$ cat src/rtl/player_motion_ctrl.sv
// rtl/player_motion_ctrl.sv - per-frame walk/jump/fall sequencer for the player sprite
// Position, facing and animation select all advance only on frame_tick.
module player_motion_ctrl #(
   parameter int X_MAX     = 503,
   parameter int Y_FLOOR   = 359,
   parameter int SPEED     = 2,
   parameter int JUMP_V    = 12,
   parameter int GRAVITY   = 1,
   parameter int VMAX      = 12,
   parameter int FRAME_DIV = 8
) (
   input  logic       clk,
   input  logic       rstn,
   input  logic       frame_tick,
   input  logic       left,
   input  logic       right,
   input  logic       jump,
   output logic [9:0] x_pos,
   output logic [8:0] y_pos,
   output logic [1:0] anim_sel,
   output logic       facing,
   output logic [1:0] state
);

   localparam int CW = (FRAME_DIV > 1) ? $clog2(FRAME_DIV) : 1;

   localparam logic [1:0] ST_IDLE = 2'd0;
   localparam logic [1:0] ST_WALK = 2'd1;
   localparam logic [1:0] ST_RISE = 2'd2;
   localparam logic [1:0] ST_FALL = 2'd3;

   logic [9:0]    r_x;
   logic [8:0]    r_y;
   logic [4:0]    r_vy;
   logic          r_armed;
   logic [CW-1:0] r_cnt;
   logic [1:0]    r_anim;
   logic          r_facing;
   logic [1:0]    r_state;

   logic [9:0]    w_x_nxt;
   logic [8:0]    w_y_nxt;
   logic [4:0]    w_vy_nxt;
   logic          w_armed_nxt;
   logic [CW-1:0] w_cnt_nxt;
   logic [1:0]    w_anim_nxt;
   logic          w_facing_nxt;
   logic [1:0]    w_state_nxt;

   logic [10:0]   w_x_ext;
   logic [10:0]   w_x_inc;
   logic [4:0]    w_vy_rise;
   logic [5:0]    w_vy_sum;
   logic [4:0]    w_vy_fall;
   logic [10:0]   w_y_fall;

   assign w_x_ext   = {1'b0, r_x};
   assign w_x_inc   = w_x_ext + 11'(SPEED);
   assign w_vy_rise = r_vy - 5'(GRAVITY);
   assign w_vy_sum  = {1'b0, r_vy} + 6'(GRAVITY);
   assign w_vy_fall = (w_vy_sum > 6'(VMAX)) ? 5'(VMAX) : w_vy_sum[4:0];
   assign w_y_fall  = {2'b00, r_y} + {6'd0, w_vy_fall};

   always_comb begin
      w_x_nxt      = r_x;
      w_facing_nxt = r_facing;
      w_y_nxt      = r_y;
      w_vy_nxt     = r_vy;
      w_state_nxt  = r_state;
      w_armed_nxt  = r_armed;
      w_cnt_nxt    = r_cnt;
      w_anim_nxt   = r_anim;

      if (left && !right) begin
         w_facing_nxt = 1'b1;
         w_x_nxt      = (w_x_ext < 11'(SPEED)) ? 10'd0 : 10'(w_x_ext - 11'(SPEED));
      end else if (right && !left) begin
         w_facing_nxt = 1'b0;
         w_x_nxt      = (w_x_inc > 11'(X_MAX)) ? 10'(X_MAX) : w_x_inc[9:0];
      end

      if (!jump)
         w_armed_nxt = 1'b1;

      case (r_state)
         ST_IDLE, ST_WALK: begin
            if (jump && r_armed) begin
               w_state_nxt = ST_RISE;
               w_vy_nxt    = 5'(JUMP_V);
               w_armed_nxt = 1'b0;
            end else if (left ^ right) begin
               w_state_nxt = ST_WALK;
            end else begin
               w_state_nxt = ST_IDLE;
            end
         end
         ST_RISE: begin
            // Ceiling clamp: a speed larger than the remaining height stops the climb at row 0.
            if ({4'd0, r_vy} > r_y) begin
               w_y_nxt     = 9'd0;
               w_vy_nxt    = 5'd0;
               w_state_nxt = ST_FALL;
            end else begin
               w_y_nxt  = r_y - {4'd0, r_vy};
               w_vy_nxt = w_vy_rise;
               if (w_vy_rise == 5'd0)
                  w_state_nxt = ST_FALL;
            end
         end
         default: begin
            if (w_y_fall >= 11'(Y_FLOOR)) begin
               w_y_nxt     = 9'(Y_FLOOR);
               w_vy_nxt    = 5'd0;
               w_state_nxt = ST_IDLE;
            end else begin
               w_y_nxt  = w_y_fall[8:0];
               w_vy_nxt = w_vy_fall;
            end
         end
      endcase

      if (r_state == ST_IDLE) begin
         w_cnt_nxt  = '0;
         w_anim_nxt = 2'd0;
      end else if (r_cnt == CW'(FRAME_DIV - 1)) begin
         w_cnt_nxt  = '0;
         w_anim_nxt = r_anim + 2'd1;
      end else begin
         w_cnt_nxt  = r_cnt + 1'b1;
      end
   end

   always_ff @(posedge clk) begin
      if (!rstn) begin
         r_x      <= 10'd0;
         r_y      <= 9'(Y_FLOOR);
         r_vy     <= 5'd0;
         r_armed  <= 1'b1;
         r_cnt    <= '0;
         r_anim   <= 2'd0;
         r_facing <= 1'b0;
         r_state  <= ST_IDLE;
      end else if (frame_tick) begin
         r_x      <= w_x_nxt;
         r_y      <= w_y_nxt;
         r_vy     <= w_vy_nxt;
         r_armed  <= w_armed_nxt;
         r_cnt    <= w_cnt_nxt;
         r_anim   <= w_anim_nxt;
         r_facing <= w_facing_nxt;
         r_state  <= w_state_nxt;
      end
   end

   assign x_pos    = r_x;
   assign y_pos    = r_y;
   assign anim_sel = r_anim;
   assign facing   = r_facing;
   assign state    = r_state;

endmodule

$ cat config.mk
export PLATFORM = sky130hd
export DESIGN_NAME = player_motion_ctrl
export DESIGN_NICKNAME = d
export VERILOG_FILES = /design/src/rtl/player_motion_ctrl.sv
export SDC_FILE = /design/constraint.sdc
export NUM_CORES = 1
export LEC_CHECK = 0
export BUFFER_PORTS_ARGS = -buffer_cell sky130_fd_sc_hd__buf_2
export CAP_MARGIN = 40
export CORE_MARGIN = 5
export CORE_UTILIZATION = 61
export CTS_CLUSTER_SIZE = 20
export DETAILED_ROUTE_END_ITERATION = 12
export PLACE_DENSITY = 0.89
export SKIP_CTS_REPAIR_TIMING = 1
export SLEW_MARGIN = 20
export SYNTH_ARGS = -nofsm -noshare
export SYNTH_HDL_FRONTEND = slang
export SYNTH_SLANG_ARGS = --single-unit
$ cat constraint.sdc
create_clock -name clk -period 6.25 [get_ports clk]
set_input_delay 1.25 -clock clk [delete_from_list [all_inputs] [get_ports clk]]
set_output_delay 1.25 -clock clk [all_outputs]
set_load 0.02 [all_outputs]
==> results.py <==
metrics = {
    "synthesis": {
        "synthMostInstantiatedCell": "o21ai_0",
        "synthTopCellsByArea": "dfxtp_1, ha_1, o21ai_0",
        "synth_common_cells": "o21ai_0, dfxtp_1, a21oi_1, nand2_1, nor2_1",
        "yosysTopAreaCell": "dfxtp_1",
        "synth-simple-area-share_pct": 25.80,
        "synth_cells": 413,
        "ys_ff_latch": 33,
        "synth_top_area_share_pct": 22.01,
        "avgSynthCellArea_um2": 7.268,
        "synth-async-reset-ratio_pct": 0,
        "syn-num-nets": 441,
        "yosysSeqAreaShare_pct": 22.01,
        "synth_edf_count": 0,
        "synth_compound_area_share_pct": 32.26,
        "yosys.area_share.xor_xnor_pct": 3.210,
        "ys_warn_count": 0,
        "synthFlopType": "dfxtp_1",
        "syn_area_um2": 3002,
        "synth.area.mux_share_pct": 0.6669,
        "synth_cell_types": 66,
        "synth_top_family_by_area": "compound AO/OA/AOI/OAI gates",
        "synth-adder-area-share_pct": 9.671,
    },
    "critical_path": {
        "critical_path.cell_chain": "ha_1 -> inv_1 -> o21ai_0 -> o221a_2 -> o21ai_0 -> and2_1 -> ha_1 -> a211oi_4 -> o21ai_2 -> o311ai_1 -> nand3_1 -> nor4b_2 -> a32o_1",
        "crit_path_start": "r_vy[0]",
        "crit_path_start_kind": "flop",
        "crit_path_max_incr_delay_ps": 530,
        "cp.arrival_ps": 3970,
        "timing.rr.start": "r_vy[0]",
        "crit_buf_inv": 1,
        "r2r_slack_ps": 2520,
        "crit_family": "compound AO/OA/AOI/OAI gates",
        "slowest_stage": "dfxtp_1",
        "critPathRequiredTime_ps": 6490,
        "critPathKind": "reg2reg",
        "endpoint": "r_vy[0]",
        "worstPathMaxFanout": 11,
        "critPathCaptureType": "flop",
        "rr_endpoint": "r_vy[0]",
        "path_depth": 13,
        "r2r_cells": 13,
    },
    "place": {
        "dp_hpwl_mm": 5.762,
        "gp_congestion": 0.9073,
        "portBuffers": 29,
        "place_area_um2": 3133,
    },
    "timing": {
        "tns_ps": 0,
        "setup_viol": 0,
        "final.min_clock_period_ps": 3728,
        "fmaxAchievable_mhz": 268.2,
        "fin_skew_ps": 6.160,
        "worst_slew_pin_slew_ps": 801.2,
        "slew_headroom_pct": 46.48,
        "min_period_over_period_pct": 59.66,
        "rsz0062_at_grt": "no",
        "final_hold_viol_count": 0,
        "report.final.slew_viol_count": 0,
    },
    "global_routing": {
        "grt_usage_pct": 25.19,
        "grt_start_max_net_pins": 37,
        "grt_pass1_wl_mm": 13.00,
        "antenna_found_initial": 0,
        "grt_pass1_vias": 2737,
        "grt_overflow": 0,
    },
    "final_layout": {
        "insertedDiodeCount": 0,
        "fin_nets": 451,
        "fill_cells": 416,
        "drive_above_1_share_pct": 10.90,
        "syn_to_final_growth_pct": 6.836,
        "final_cell_area_um2": 3207,
    },
    "clock_tree": {
        "cts_buffers": 5,
        "cts_tree": "built",
        "clk_pin_slew_ps": 70,
        "htree_levels": 2,
        "clk_latency_ps": 290,
        "cts_root_buf": "clkbuf_8",
        "clock_path_buffers": 2,
        "cts_sinks": 33,
    },
    "floorplan": {
        "placeableCoreArea_um2": 4755,
        "num_rows": 25,
        "io_pins": 30,
        "die_w_um": 80.15,
        "dieArea_um2": 6423,
        "start_util_pct": 63.13,
        "die_h_um": 80.15,
    },
    "min_path": {
        "hold_class": "reg2reg",
    },
    "route": {
        "drt-total-wl_mm": 7.920,
        "vias": 3232,
        "vias_per_cell": 6.609,
        "avgRoutedWirePerCell_um": 16.20,
        "drc": 0,
        "drtIter0Drc": 505,
        "ant_nets": 0,
        "dr.pass1.iters": 5,
    },
    "status": {
        "status": "complete, no violations",
    },
    "power": {
        "p_leak_nw": 1.295,
        "powerDensity_nw_per_um2": 206.4,
        "ir_drop_uv": 134.9,
        "power_uw": 661.8,
    },
    "flow_run": {
        "cap_violations": 0,
    },
}
[worst min-delay path by stage]
stage	startpoint	end	slack, ps	depth (start not counted)
2_1_floorplan	r_cnt[1]	r_cnt[1]	450	2
3_3_place_gp	facing	facing	450	2
3_5_place_dp	r_cnt[2]	r_cnt[2]	480	2
4_1_cts	r_cnt[2]	r_cnt[2]	490	2
5_1_grt	r_cnt[2]	r_cnt[2]	510	2
6_report	r_cnt[1]	r_cnt[1]	480	2
[cell usage in the layout (no fill, tap or decap), drive strengths merged, types with 10 or more instances in the layout]
master  netlist  final
o21ai        39     39
dfxtp        33     33
a21oi        31     31
nand3        15     15
ha           20     20
inv          19     19
buf           6     31
nor2b        10     10
nor3         18     18
a31oi        10     10
nor2         31     31
nand2        31     31
[layer usage]
| metal | vias up | part of all wire (%) | global-route usage [%] |
|---|---|---|---|
| li1 | 1556 | - | - |
| met1 | 1487 | 43 | 34.58 |
| met2 | 171 | 46 | 39.57 |
| met3 | 18 | 9.5 | 4.148 |
| met4 | 0 | 2.1 | 8.953 |
| met5 | - | 0 | 0 |
[worst reg2reg max path: cells and delay by family, from the launching register on]
| family | cells | cell delay [ps] |
|---|---|---|
| fa+ha+maj | 2 | 640 |
| flops | 1 | 530 |
| simple gates | 3 | 830 |
| compound gates | 7 | 1560 |
| buf+inv | 1 | 110 |
[power by group]
| group | total (mW) | switching [mW] | leakage, nW | internal (mW) |
|---|---|---|---|---|
| combinational | 0.259 | 0.162 | 0.986 | 0.0976 |
| sequential | 0.247 | 0.0258 | 0.269 | 0.222 |
| clock | 0.155 | 0.0817 | 0.0399 | 0.0733 |
[metrics by stage]
stage | util [%] | setup slack (ps) | hold slack, ps | instances
final | 67.45 | 2522 | 481.8 | 489
after global placement | 65.58 | 2752 | 451.7 | 481
after floorplan | - | 2907 | 453.6 | 413
after detailed placement | 65.89 | 2605 | 479.1 | 483
after CTS | 67.45 | 2579 | 488.2 | 489
after global routing | 67.45 | 2266 | 505.9 | 489
[final cells by class]
| cell class | instances | area (um2) | share of cell area (%) |
|---|---|---|---|
| flip-flops and latches | 33 | 660.6 | 20.60 |
| well taps | 67 | 83.83 | 2.614 |
| repair buffers | 31 | 160.2 | 4.994 |
| inverters | 20 | 75.07 | 2.341 |
| multi-input cells | 332 | 2153 | 67.15 |
| clock buffers | 5 | 68.82 | 2.146 |
| clock inverters | 1 | 5.005 | 0.1561 |
[logic make-up after synthesis]
family | Yosys count
mux | 2
other cells | 1
fa+ha+maj | 22
xor+xnor | 11
compound gates | 144
flops | 33
buf+inv | 48
simple gates | 152
[sequential cells by signal, indices dropped and copies added, names as in the netlist]
signal and flops:
facing 1, r_cnt 3, anim_sel 2, state 2, r_armed 1, x_pos 10, y_pos 9, r_vy 5
No activity file was read; power rests on OpenSTA's default activity.
